==> src/rtl/flip_manager_pkg.sv <==
// Shared types and helpers for the flip manager's scheduling logic.
package flip_manager_pkg;

    typedef enum logic [2:0] {
        ST_IDLE,
        ST_FLUSH,
        ST_RUN,
        ST_DRAIN,
        ST_DONE
    } flip_sched_state_e;

    // Largest positive two's-complement value representable in width bits (width <= 64).
    function automatic logic [63:0] energy_max_pos(input int unsigned width);
        return (64'd1 << (width - 1)) - 64'd1;
    endfunction

    localparam int unsigned ENERGY_TOTAL_BIT_DEF = 32;
    localparam logic [ENERGY_TOTAL_BIT_DEF-1:0] ENERGY_MAX_POS =
        ENERGY_TOTAL_BIT_DEF'(energy_max_pos(ENERGY_TOTAL_BIT_DEF));

endpackage

==> src/rtl/flip_stall_tracker.sv <==
// Per-pass statistics: retired-energy count, consecutive push-none count and best energy.
module flip_stall_tracker
    import flip_manager_pkg::*;
#(
    parameter int unsigned ENERGY_TOTAL_BIT = 32,
    parameter int unsigned ITER_BIT         = 16,
    parameter int unsigned STALL_BIT        = 8
) (
    input  logic                               clk_i,
    input  logic                               rst_i,
    input  logic                               clr_i,
    input  logic                               energy_ev_i,
    input  logic                               push_none_i,
    input  logic signed [ENERGY_TOTAL_BIT-1:0] energy_i,
    output logic        [STALL_BIT-1:0]        stall_cnt_o,
    output logic        [ITER_BIT-1:0]         iter_cnt_o,
    output logic signed [ENERGY_TOTAL_BIT-1:0] best_energy_o
);

    localparam logic signed [ENERGY_TOTAL_BIT-1:0] BEST_INIT =
        ENERGY_TOTAL_BIT'(energy_max_pos(ENERGY_TOTAL_BIT));

    logic        [STALL_BIT-1:0]        stall_q, stall_d;
    logic        [ITER_BIT-1:0]         iter_q, iter_d;
    logic signed [ENERGY_TOTAL_BIT-1:0] best_q, best_d;

    // Saturating counters; accepted (non push-none) energies update the minimum.
    always_comb begin
        stall_d = stall_q;
        iter_d  = iter_q;
        best_d  = best_q;
        if (clr_i) begin
            stall_d = '0;
            iter_d  = '0;
            best_d  = BEST_INIT;
        end else if (energy_ev_i) begin
            if (iter_q != '1) iter_d = iter_q + ITER_BIT'(1);
            if (push_none_i) begin
                if (stall_q != '1) stall_d = stall_q + STALL_BIT'(1);
            end else begin
                stall_d = '0;
                if (energy_i < best_q) best_d = energy_i;
            end
        end
    end

    always_ff @(posedge clk_i or posedge rst_i) begin
        if (rst_i) begin
            stall_q <= '0;
            iter_q  <= '0;
            best_q  <= BEST_INIT;
        end else begin
            stall_q <= stall_d;
            iter_q  <= iter_d;
            best_q  <= best_d;
        end
    end

    assign stall_cnt_o   = stall_q;
    assign iter_cnt_o    = iter_q;
    assign best_energy_o = best_q;

endmodule

==> src/rtl/flip_scheduler.sv <==
// Annealing-pass sequencer: flushes the maintainer, issues candidates with bounded
// in-flight depth, and ends the pass on iteration count or stagnation.
module flip_scheduler
    import flip_manager_pkg::*;
#(
    parameter int unsigned SPIN_DEPTH       = 2,
    parameter int unsigned ENERGY_TOTAL_BIT = 32,
    parameter int unsigned ITER_BIT         = 16,
    parameter int unsigned STALL_BIT        = 8,
    parameter int unsigned INFL_BIT         = $clog2(SPIN_DEPTH + 1)
) (
    input  logic                               clk_i,
    input  logic                               rst_i,
    input  logic                               start_i,
    input  logic        [ITER_BIT-1:0]         cfg_iter_num_i,
    input  logic        [STALL_BIT-1:0]        cfg_stall_limit_i,
    input  logic                               cfg_cmp_en_i,
    output logic                               maint_en_o,
    output logic                               maint_flush_o,
    output logic                               maint_en_comparison_o,
    output logic                               issue_valid_o,
    input  logic                               issue_ready_i,
    input  logic                               energy_valid_i,
    input  logic                               energy_ready_i,
    input  logic signed [ENERGY_TOTAL_BIT-1:0] energy_i,
    input  logic                               push_none_i,
    output logic                               busy_o,
    output logic                               done_o,
    output logic                               err_o,
    output logic        [ITER_BIT-1:0]         iter_cnt_o,
    output logic        [INFL_BIT-1:0]         inflight_o,
    output logic signed [ENERGY_TOTAL_BIT-1:0] best_energy_o
);

    flip_sched_state_e     state_q, state_d;
    logic [ITER_BIT-1:0]   iter_num_q, iter_num_d;
    logic [STALL_BIT-1:0]  stall_lim_q, stall_lim_d;
    logic                  cmp_en_q, cmp_en_d;
    logic [ITER_BIT-1:0]   issued_q, issued_d;
    logic [INFL_BIT-1:0]   inflight_q, inflight_d;
    logic                  err_q, err_d;

    logic [STALL_BIT-1:0]  stall_cnt;
    logic                  start_c;
    logic                  stop_c;
    logic                  issue_ev_c;
    logic                  energy_ev_c;

    assign start_c     = (state_q == ST_IDLE) && start_i;
    assign energy_ev_c = energy_valid_i && energy_ready_i;
    assign issue_ev_c  = issue_valid_o && issue_ready_i;
    assign stop_c      = (issued_q == iter_num_q) ||
                         ((stall_lim_q != '0) && (stall_cnt >= stall_lim_q));

    // Next state and state-decoded outputs.
    always_comb begin
        state_d               = state_q;
        maint_en_o            = 1'b0;
        maint_flush_o         = 1'b0;
        issue_valid_o         = 1'b0;
        done_o                = 1'b0;
        busy_o                = (state_q != ST_IDLE);
        maint_en_comparison_o = 1'b0;
        case (state_q)
            ST_IDLE: begin
                if (start_i) state_d = ST_FLUSH;
            end
            ST_FLUSH: begin
                maint_flush_o = 1'b1;
                state_d       = ST_RUN;
            end
            ST_RUN: begin
                maint_en_o            = 1'b1;
                maint_en_comparison_o = cmp_en_q && (iter_cnt_o != '0);
                issue_valid_o         = !stop_c && (issued_q < iter_num_q) &&
                                        (inflight_q < INFL_BIT'(SPIN_DEPTH));
                if (stop_c) state_d = ST_DRAIN;
            end
            ST_DRAIN: begin
                maint_en_o            = 1'b1;
                maint_en_comparison_o = cmp_en_q && (iter_cnt_o != '0);
                if ((inflight_q == '0) && !energy_ev_c) state_d = ST_DONE;
            end
            ST_DONE: begin
                done_o  = 1'b1;
                state_d = ST_IDLE;
            end
            default: state_d = ST_IDLE;
        endcase
    end

    // Config capture, issue count, in-flight tracking and sticky protocol error.
    always_comb begin
        iter_num_d  = iter_num_q;
        stall_lim_d = stall_lim_q;
        cmp_en_d    = cmp_en_q;
        issued_d    = issued_q;
        inflight_d  = inflight_q;
        err_d       = err_q;
        if (issue_ev_c) issued_d = issued_q + ITER_BIT'(1);
        case ({issue_ev_c, energy_ev_c})
            2'b10: inflight_d = inflight_q + INFL_BIT'(1);
            2'b01: begin
                if (inflight_q == '0) err_d = 1'b1;
                else                  inflight_d = inflight_q - INFL_BIT'(1);
            end
            default: inflight_d = inflight_q;
        endcase
        if (start_c) begin
            iter_num_d  = cfg_iter_num_i;
            stall_lim_d = cfg_stall_limit_i;
            cmp_en_d    = cfg_cmp_en_i;
            issued_d    = '0;
            err_d       = 1'b0;
        end
    end

    always_ff @(posedge clk_i or posedge rst_i) begin
        if (rst_i) begin
            state_q     <= ST_IDLE;
            iter_num_q  <= '0;
            stall_lim_q <= '0;
            cmp_en_q    <= 1'b0;
            issued_q    <= '0;
            inflight_q  <= '0;
            err_q       <= 1'b0;
        end else begin
            state_q     <= state_d;
            iter_num_q  <= iter_num_d;
            stall_lim_q <= stall_lim_d;
            cmp_en_q    <= cmp_en_d;
            issued_q    <= issued_d;
            inflight_q  <= inflight_d;
            err_q       <= err_d;
        end
    end

    flip_stall_tracker #(
        .ENERGY_TOTAL_BIT (ENERGY_TOTAL_BIT),
        .ITER_BIT         (ITER_BIT),
        .STALL_BIT        (STALL_BIT)
    ) u_tracker (
        .clk_i         (clk_i),
        .rst_i         (rst_i),
        .clr_i         (start_c),
        .energy_ev_i   (energy_ev_c),
        .push_none_i   (push_none_i),
        .energy_i      (energy_i),
        .stall_cnt_o   (stall_cnt),
        .iter_cnt_o    (iter_cnt_o),
        .best_energy_o (best_energy_o)
    );

    assign err_o      = err_q;
    assign inflight_o = inflight_q;

endmodule

==> config.mk <==
export PLATFORM = sky130hd
export DESIGN_NAME = flip_scheduler
export DESIGN_NICKNAME = d
export VERILOG_FILES = /design/src/rtl/flip_manager_pkg.sv /design/src/rtl/flip_stall_tracker.sv /design/src/rtl/flip_scheduler.sv
export SDC_FILE = /design/constraint.sdc
export NUM_CORES = 1
export LEC_CHECK = 0
export CAP_MARGIN = 25
export CORE_MARGIN = 4
export CORE_UTILIZATION = 30
export DETAILED_ROUTE_END_ITERATION = 6
export MAX_ROUTING_LAYER = met4
export PLACE_DENSITY = 0.49
export SLEW_MARGIN = 20
export SYNTH_ARGS = -nofsm -noshare
export SYNTH_HDL_FRONTEND = slang
export SYNTH_SLANG_ARGS = --single-unit
==> constraint.sdc <==
create_clock -name clk_i -period 3.6 [get_ports clk_i]
set_input_delay 0.36 -clock clk_i [delete_from_list [all_inputs] [get_ports clk_i]]
set_output_delay 0.36 -clock clk_i [all_outputs]
set_load 0.005 [all_outputs]
==> key figures <==
Clocking
  • Hold buffers post-CTS: 0
  • Clock sinks: 103
  • Maximum clock insertion buffer count: 2
  • Post-CTS Resized: 0
  • Cts bufs inserted: 9
  • Root Driver: clkbuf_16
  • Worst-path clk slew: 0.07 ns
  • H-tree levels: 3
  • Setup bufs post-CTS: 0
  • CTS tree: yes
  • Worst skew pair latency: 0.35 ns

Critical path
  • CP max-delay cell: a311oi_1
  • Crit Path Category: reg2out
  • Worst-path fanout max: 9
  • Crit end category: output port
  • FF-to-FF End: u_tracker.best_energy_o[31]$_DFFE_PP0P_
  • Critical path's top delay family: compound AO/OA/AOI/OAI gates
  • Crit path cell chain: ha_1 -> nand4_1 -> nor4_1 -> a311oi_1 -> o211a_1 -> nand2_4 -> inv_1 -> clkdlybuf4s50_1
  • Crit. Startpoint: issued_q[11]$_DFFE_PP0P_
  • Startpoint Class: register
  • CP Buf/Inv Count: 2
  • Reg-to-reg slack, setup: 0.57 ns
  • Required @ worst endpoint: 3.24 ns
  • CP max stage delay: 0.53 ns
  • Reg-to-reg startpoint: u_tracker.best_energy_o[21]$_DFFE_PP1P_
  • FF-to-FF path depth: 10
  • Crit path DAT: 3.14 ns

GRT
  • First-pass GRT wire length: 27.4 mm
  • Largest net degree at the start of global routing: 56
  • Grt peak-use layer: met2
  • Tot GR Track Use: 15.6%
  • Vias in the first global route: 5517
  • Remaining Overflow, GRT: 0
  • Global-route met2 utilization: 25.6%
  • M1 GR Usage: 20.0%
  • Met3 usage: 2.50%
  • Initial antenna violation count: 0

Pwr
  • Pleak: 3.56 nW
  • Maximum vdd drop: 0.278 mV
  • PnR Total Power: 5.21 mW
  • Pwr dens: 661 mW/mm^2

Floorplanning
  • FP Rows: 51
  • IO Pins: 121
  • Die Span X: 150 um
  • Total die area: 0.0226 sq mm
  • Initial Util: 30.8%
  • Die Ht: 150 um
  • CORE AREA: 0.0197 sq mm

Timing
  • Tcrit/Tclk final: 97.1%
  • Final Skew: 0.0100 ns
  • RSZ-0062 raised after global routing: no
  • Final Max Tran Viols: 0
  • Max-slew headroom: 47.2%
  • TNS Setup: 0 ns
  • Setup violations, final: 0
  • Final hold viol count: 0
  • Fmax: 286 MHz
  • Worst-margin pin slew: 0.790 ns
  • Tmin final: 3.50 ns
  • Setup slack after layout: 0.103 ns

Layout
  • Number of fillers in the final layout: 1933
  • Design area: 0.00788 sq mm
  • Share of layout cells above drive strength 1: 8.03%
  • Fin cells: 1062
  • Commonest non-fill, non-tap cell in the layout: clkdlybuf4s50_1
  • N_diodes: 0
  • Most frequent cells in the layout: 120 x clkdlybuf4s50_1, 78 x nand3_1, 72 x dfrtp_1, 69 x inv_1, 68 x o21ai_0
  • Nets: 915
  • Area Overhead vs Synth: 29.7%

Place
  • Routability cong.: 0.853
  • PortBufs: 120
  • Area after DPL: 0.00759 sq mm
  • Dpl ws: 0.330 ns
  • Placed cells: 1046
  • DP HPWL: 12.1 mm

Logic synthesis
  • Cell Area, Synth: 0.00608 sq mm
  • #FFs+latches synth: 103
  • Mean Syn Cell Area: 8.92 sq um
  • Top_reg_cell synth: dfrtp_1
  • Synth cell types: 57
  • Yosys warns: 0
  • Post-Syn Nets: 804
  • Post-synthesis sequential area ratio: 43.1%
  • Post-synth EDFFs: 0
  • Mapped Cells: 681
  • Async SR Flop Fraction: 100%

Detailed routing
  • Drt drc: 0
  • Routed via count: 5340
  • Initial DRC Count: 219
  • Wirelength per Cell: 15.8 um
  • Drt first pass iters: 4
  • Antenna Nets Post-Route: 0
  • Drt via density: 5.03
  • Total Wirelength: 16.8 mm

Status
  • Outcome: complete, no violations

Min path
  • Worst hold path type: in2async

Job
  • Max_cap viols: 0
==> layer usage <==
| metal | part of all wire [%] | wire length, um | vias up |
|---|---|---|---|
| li1 | - | - | 2602 |
| met1 | 46 | 7780 | 2588 |
| met2 | 47 | 7900 | 133 |
| met3 | 5.3 | 884 | 17 |
| met4 | 1.5 | 245 | 0 |
| met5 | 0 | 0 | - |
==> worst max path at each step <==
stage | to | slack (ns) | cells past startpoint
2_1_floorplan | cmp_en_q$_DFFE_PP0P_ | 0.59 | 1
3_3_place_gp | u_tracker.best_energy_o[31]$_DFFE_PP0P_ | 0.41 | 9
3_5_place_dp | u_tracker.best_energy_o[31]$_DFFE_PP0P_ | 0.33 | 10
4_1_cts | issue_valid_o | 0.12 | 8
5_1_grt | issue_valid_o | 0.002 | 8
6_report | issue_valid_o | 0.10 | 8
==> power breakdown <==
part           switching [mW]  internal [mW]  leakage, nW
clock                   0.441          0.554        0.147
combinational            1.22           1.06         2.14
sequential              0.291           1.64         1.27
==> worst reg2reg max path, delay by kind of cell (launching register included) <==
| kind | cells | cell delay [ns] |
|---|---|---|
| AOI/OAI and AO/OA | 7 | 1.72 |
| adders and majority gates | 1 | 0.28 |
| buffers and inverters | 2 | 0.40 |
| DFF | 1 | 0.55 |
==> flip-flops by register name, indices dropped and copies added (netlist names) <==
| name | count |
|---|---|
| u_tracker.stall_cnt_o | 8 |
| stall_lim_q | 8 |
| inflight_o | 2 |
| cmp_en_q | 1 |
| u_tracker.iter_cnt_o | 16 |
| issued_q | 16 |
| err_o | 1 |
| iter_num_q | 16 |
| state_q | 3 |
| u_tracker.best_energy_o | 32 |
==> Yosys cell counts (4+ instances only) <==
| master | instances | share of area, % |
|---|---|---|
| a21oi_1 | 28 | 2.3 |
| xor2_1 | 15 | 2.2 |
| and3_1 | 7 | 0.72 |
| dfstp_2 | 31 | 13 |
| nor2_1 | 43 | 2.7 |
| mux2i_1 | 6 | 0.99 |
| or3_1 | 10 | 1.0 |
| nand2_1 | 63 | 3.9 |
| xnor2_1 | 9 | 1.3 |
| clkbuf_1 | 19 | 1.2 |
| a21o_1 | 7 | 0.86 |
| dfrtp_1 | 72 | 30 |
| o21ai_1 | 5 | 0.41 |
| nor4_1 | 7 | 0.72 |
| nand3_1 | 78 | 6.4 |
| nand4_1 | 21 | 2.2 |
| o21ai_0 | 68 | 5.6 |
| inv_1 | 70 | 4.3 |
| nor3_1 | 4 | 0.33 |
| ha_1 | 59 | 12 |
| buf_2 | 4 | 0.33 |
| and2_1 | 5 | 0.51 |
==> kinds of logic (layout without fill, tap and decap cells) <==
logic type	after synthesis	in the layout	share of synthesized area, %
adders and majority gates	59	59	12.1
xor gates and xnor gates	24	24	3.46
DFF	103	103	43.1
muxes	7	7	1.17
buffers and inverters	98	214	6.36
AOI/OAI and AO/OA	134	134	12.9
and+or+nand+nor	256	256	20.9
==> per-stage QoR <==
stage | hold WS, ns | utilization [%]
after CTS | 0.480 | 40.0
final | 0.477 | 40.0
after detailed placement | 0.463 | 38.5
after global routing | 0.514 | 40.0
after global placement | 0.452 | 38.5
after floorplan | 0.437 | -
==> area by class of cell <==
class	count	area (sq um)	share of cell area [%]
clock buffers	11	243	3.08
clock inverters	5	48.8	0.619
inverters	70	265	3.37
multi-input cells	480	3090	39.2
flip-flops and latches	103	2620	33.2
well taps	265	332	4.21
repair buffers	128	1290	16.3
(Power assumes the default switching activity.)
==> RTL change (same settings) <==
Add an input register stage for `cfg_iter_num_i`, `cfg_stall_limit_i` and `cfg_cmp_en_i`, cleared by the reset; this delays them by one clock. The other inputs are not delayed to match.
--- a/src/rtl/flip_scheduler.sv
+++ b/src/rtl/flip_scheduler.sv
@@ -31,6 +31,22 @@
     output logic        [INFL_BIT-1:0]         inflight_o,
     output logic signed [ENERGY_TOTAL_BIT-1:0] best_energy_o
 );
+
+    logic        [ITER_BIT-1:0] cfg_iter_num_q;
+    logic        [STALL_BIT-1:0] cfg_stall_limit_q;
+    logic cfg_cmp_en_q;
+
+    always_ff @(posedge clk_i or posedge rst_i) begin
+        if (rst_i) begin
+            cfg_iter_num_q    <= '0;
+            cfg_stall_limit_q <= '0;
+            cfg_cmp_en_q      <= '0;
+        end else begin
+            cfg_iter_num_q    <= cfg_iter_num_i;
+            cfg_stall_limit_q <= cfg_stall_limit_i;
+            cfg_cmp_en_q      <= cfg_cmp_en_i;
+        end
+    end
 
     flip_sched_state_e     state_q, state_d;
     logic [ITER_BIT-1:0]   iter_num_q, iter_num_d;
@@ -107,9 +123,9 @@
             default: inflight_d = inflight_q;
         endcase
         if (start_c) begin
-            iter_num_d  = cfg_iter_num_i;
-            stall_lim_d = cfg_stall_limit_i;
-            cmp_en_d    = cfg_cmp_en_i;
+            iter_num_d  = cfg_iter_num_q;
+            stall_lim_d = cfg_stall_limit_q;
+            cmp_en_d    = cfg_cmp_en_q;
             issued_d    = '0;
             err_d       = 1'b0;
         end
Formal check against the unedited RTL: not equivalent (Yosys sat finds a counterexample within 4 cycles, from zero or initial values and one cycle with rst_i high).
==> RTL change against the original RTL <==
Register-to-register slack better by 60 ps; routed wire length grew 14%; die area grew 15%; sequential cell count up 25; cell area is 16% higher; setup slack improved by 320 ps; synthesized area is 15% higher; power is 27% higher.
==> RTL change: results (changes against the original RTL) <==
yosys:
  syn_nets: 830  # +3.2%
  yosys_warnings: 0  # unchanged
  ys_types: 59  # +3.5%
  synth.top_cells.by_area: "sky130_fd_sc_hd__dfrtp_1, sky130_fd_sc_hd__dfstp_2, sky130_fd_sc_hd__ha_1"
  synth_seq_area_share: 0.462  # +0.0318
  yosys-top-cells-count: "sky130_fd_sc_hd__dfrtp_1, sky130_fd_sc_hd__inv_1, sky130_fd_sc_hd__nand2_1, sky130_fd_sc_hd__ha_1, sky130_fd_sc_hd__nor2_1"
worst_setup_path:
  arrival_worst_endpoint_ps: 2820  # -320 ps
  critPathSlowestCell: "sky130_fd_sc_hd__clkdlybuf4s50_1"
  regToRegSetupSlack_ps: 630  # +60 ps
  critical_path_peak_fanout: 6  # -3
  timing.rr.end: "u_tracker.best_energy_o[8]$_DFFE_PP1P_"
  reg2reg_from: "u_tracker.best_energy_o[30]$_DFFE_PP1P_"
  crit_start: "u_tracker.stall_cnt_o[2]$_DFFE_PP0P_"
placement:
  gp_congestion: 0.787  # -7.7%
  dp.final_hpwl_um: 13800  # +14%
  port-buffer-count: 120  # unchanged
min_path:
  timing.hold.worst_path_depth: 1
  hold_start: "cfg_stall_limit_i[1]"
  min_path_type: "in -> reg"
outcome:
  outcome: "finished, final reports clean"
grt:
  grt_max_degree: 75  # +34%
  grt_use_total: 0.157  # +0.000675
  via_count_of_the_first_global_routing_pass: 6061  # +9.9%
  grt_antenna_before_repair: 0  # unchanged
  grt_pass1_wl_um: 31900  # +16%
final_layout:
  num_antenna_cells: 0  # unchanged
  design.final.nets: 948  # +3.6%
  fraction_of_final_layout_cells_with_drive_strength_greater_than_1: 0.107  # +0.0271
route:
  routed_wire_length_per_instance_um: 16.6  # +5.2%
  via_cell_ratio: 5.00  # -0.56%
  first_iter_violations: 272  # +24%
  first_pass_iters: 4  # unchanged
cts:
  post_cts.repair.setup_buffers: 0  # unchanged
  numCtsBuffers: 17  # +8
  root_buffer: "sky130_fd_sc_hd__clkbuf_16"
  worstSkewPairLatency_ps: 410  # +60 ps
  postCtsResizedCells: 0  # unchanged
  clock_tree.htree_level_count: 4  # +1
  cts.clk_slew.worst_paths_ps: 60
pwr:
  peakVddDrop_uv: 324  # +16%
  total_leakage_power_nw: 3.91  # +9.7%
  internal-power_w: 0.00421  # +29%
timing:
  worst-slew-pin-transition_ps: 755  # -35.0 ps
  final.setup_skew_ps: 10.3  # +0.265 ps
## RTL change: cell count changes after synthesis, moves of 5 or more
cell / before / now
sky130_fd_sc_hd__nand3_1: 78 / 18
sky130_fd_sc_hd__o311ai_1: 0 / 6
sky130_fd_sc_hd__and4_1: 3 / 8
sky130_fd_sc_hd__o21ai_0: 68 / 36
sky130_fd_sc_hd__o31ai_1: 3 / 9
sky130_fd_sc_hd__a21oi_1: 28 / 34
sky130_fd_sc_hd__o311ai_0: 0 / 25
sky130_fd_sc_hd__dfrtp_1: 72 / 97
sky130_fd_sc_hd__clkbuf_1: 19 / 27
sky130_fd_sc_hd__o211ai_1: 2 / 32
## RTL change: cells by family after synthesis
logic type,Yosys count,share of synthesized area
xor+xnor,19,0.0237
buf+inv,105,0.0623
fa+ha+maj,59,0.105
simple gates,212,0.156
compound gates,176,0.178
mux,8,0.0116
flops,128,0.462
## RTL change: through the flow
stage	hold slack [ps]	utilization	area, um^2	setup WS [ps]	std cells
floorplan	391	-	7020	1160	707
global placement	421	0.376	8590	210	1118
detailed placement	430	0.377	8600	357	1119
CTS	354	0.401	9160	358	1151
global route	351	0.401	9160	229	1151
finish	379	0.401	9160	420	1151
## RTL change: metal layers
layer,track usage,wire (um),up-vias
met5,-,0,-
met4,0.0481,330,0
met3,0.0372,710,22
met2,0.248,9060,114
met1,0.200,9060,2796
li1,-,-,2823
## RTL change: worst max-delay path: cells and delay by family, from the launching register on
family | cells | cell delay [ps]
DFF | 1 | 470
adders and majority gates | 1 | 330
and+or+nand+nor | 1 | 130
AOI/OAI and AO/OA | 4 | 930
buffers and inverters | 1 | 540
## RTL change: power groups by stage
stage,sequential (W),clock (W),combinational [W]
after floorplan,0.00225,0,0.00161
after global routing,0.00236,0.00176,0.00304
after detailed placement,0.00233,0,0.00271
after global placement,0.00233,0,0.00261
final,0.00231,0.00164,0.00268
after CTS,0.00231,0.00169,0.00273
## RTL change: area by class of cell
type	count	area, um^2
flip-flops and latches	128	3240
well taps	313	392
multi-input cells	474	3350
fillers	2265	13700
clock buffers	21	450
clock inverters	11	108
inverters	66	251
repair buffers	138	1370
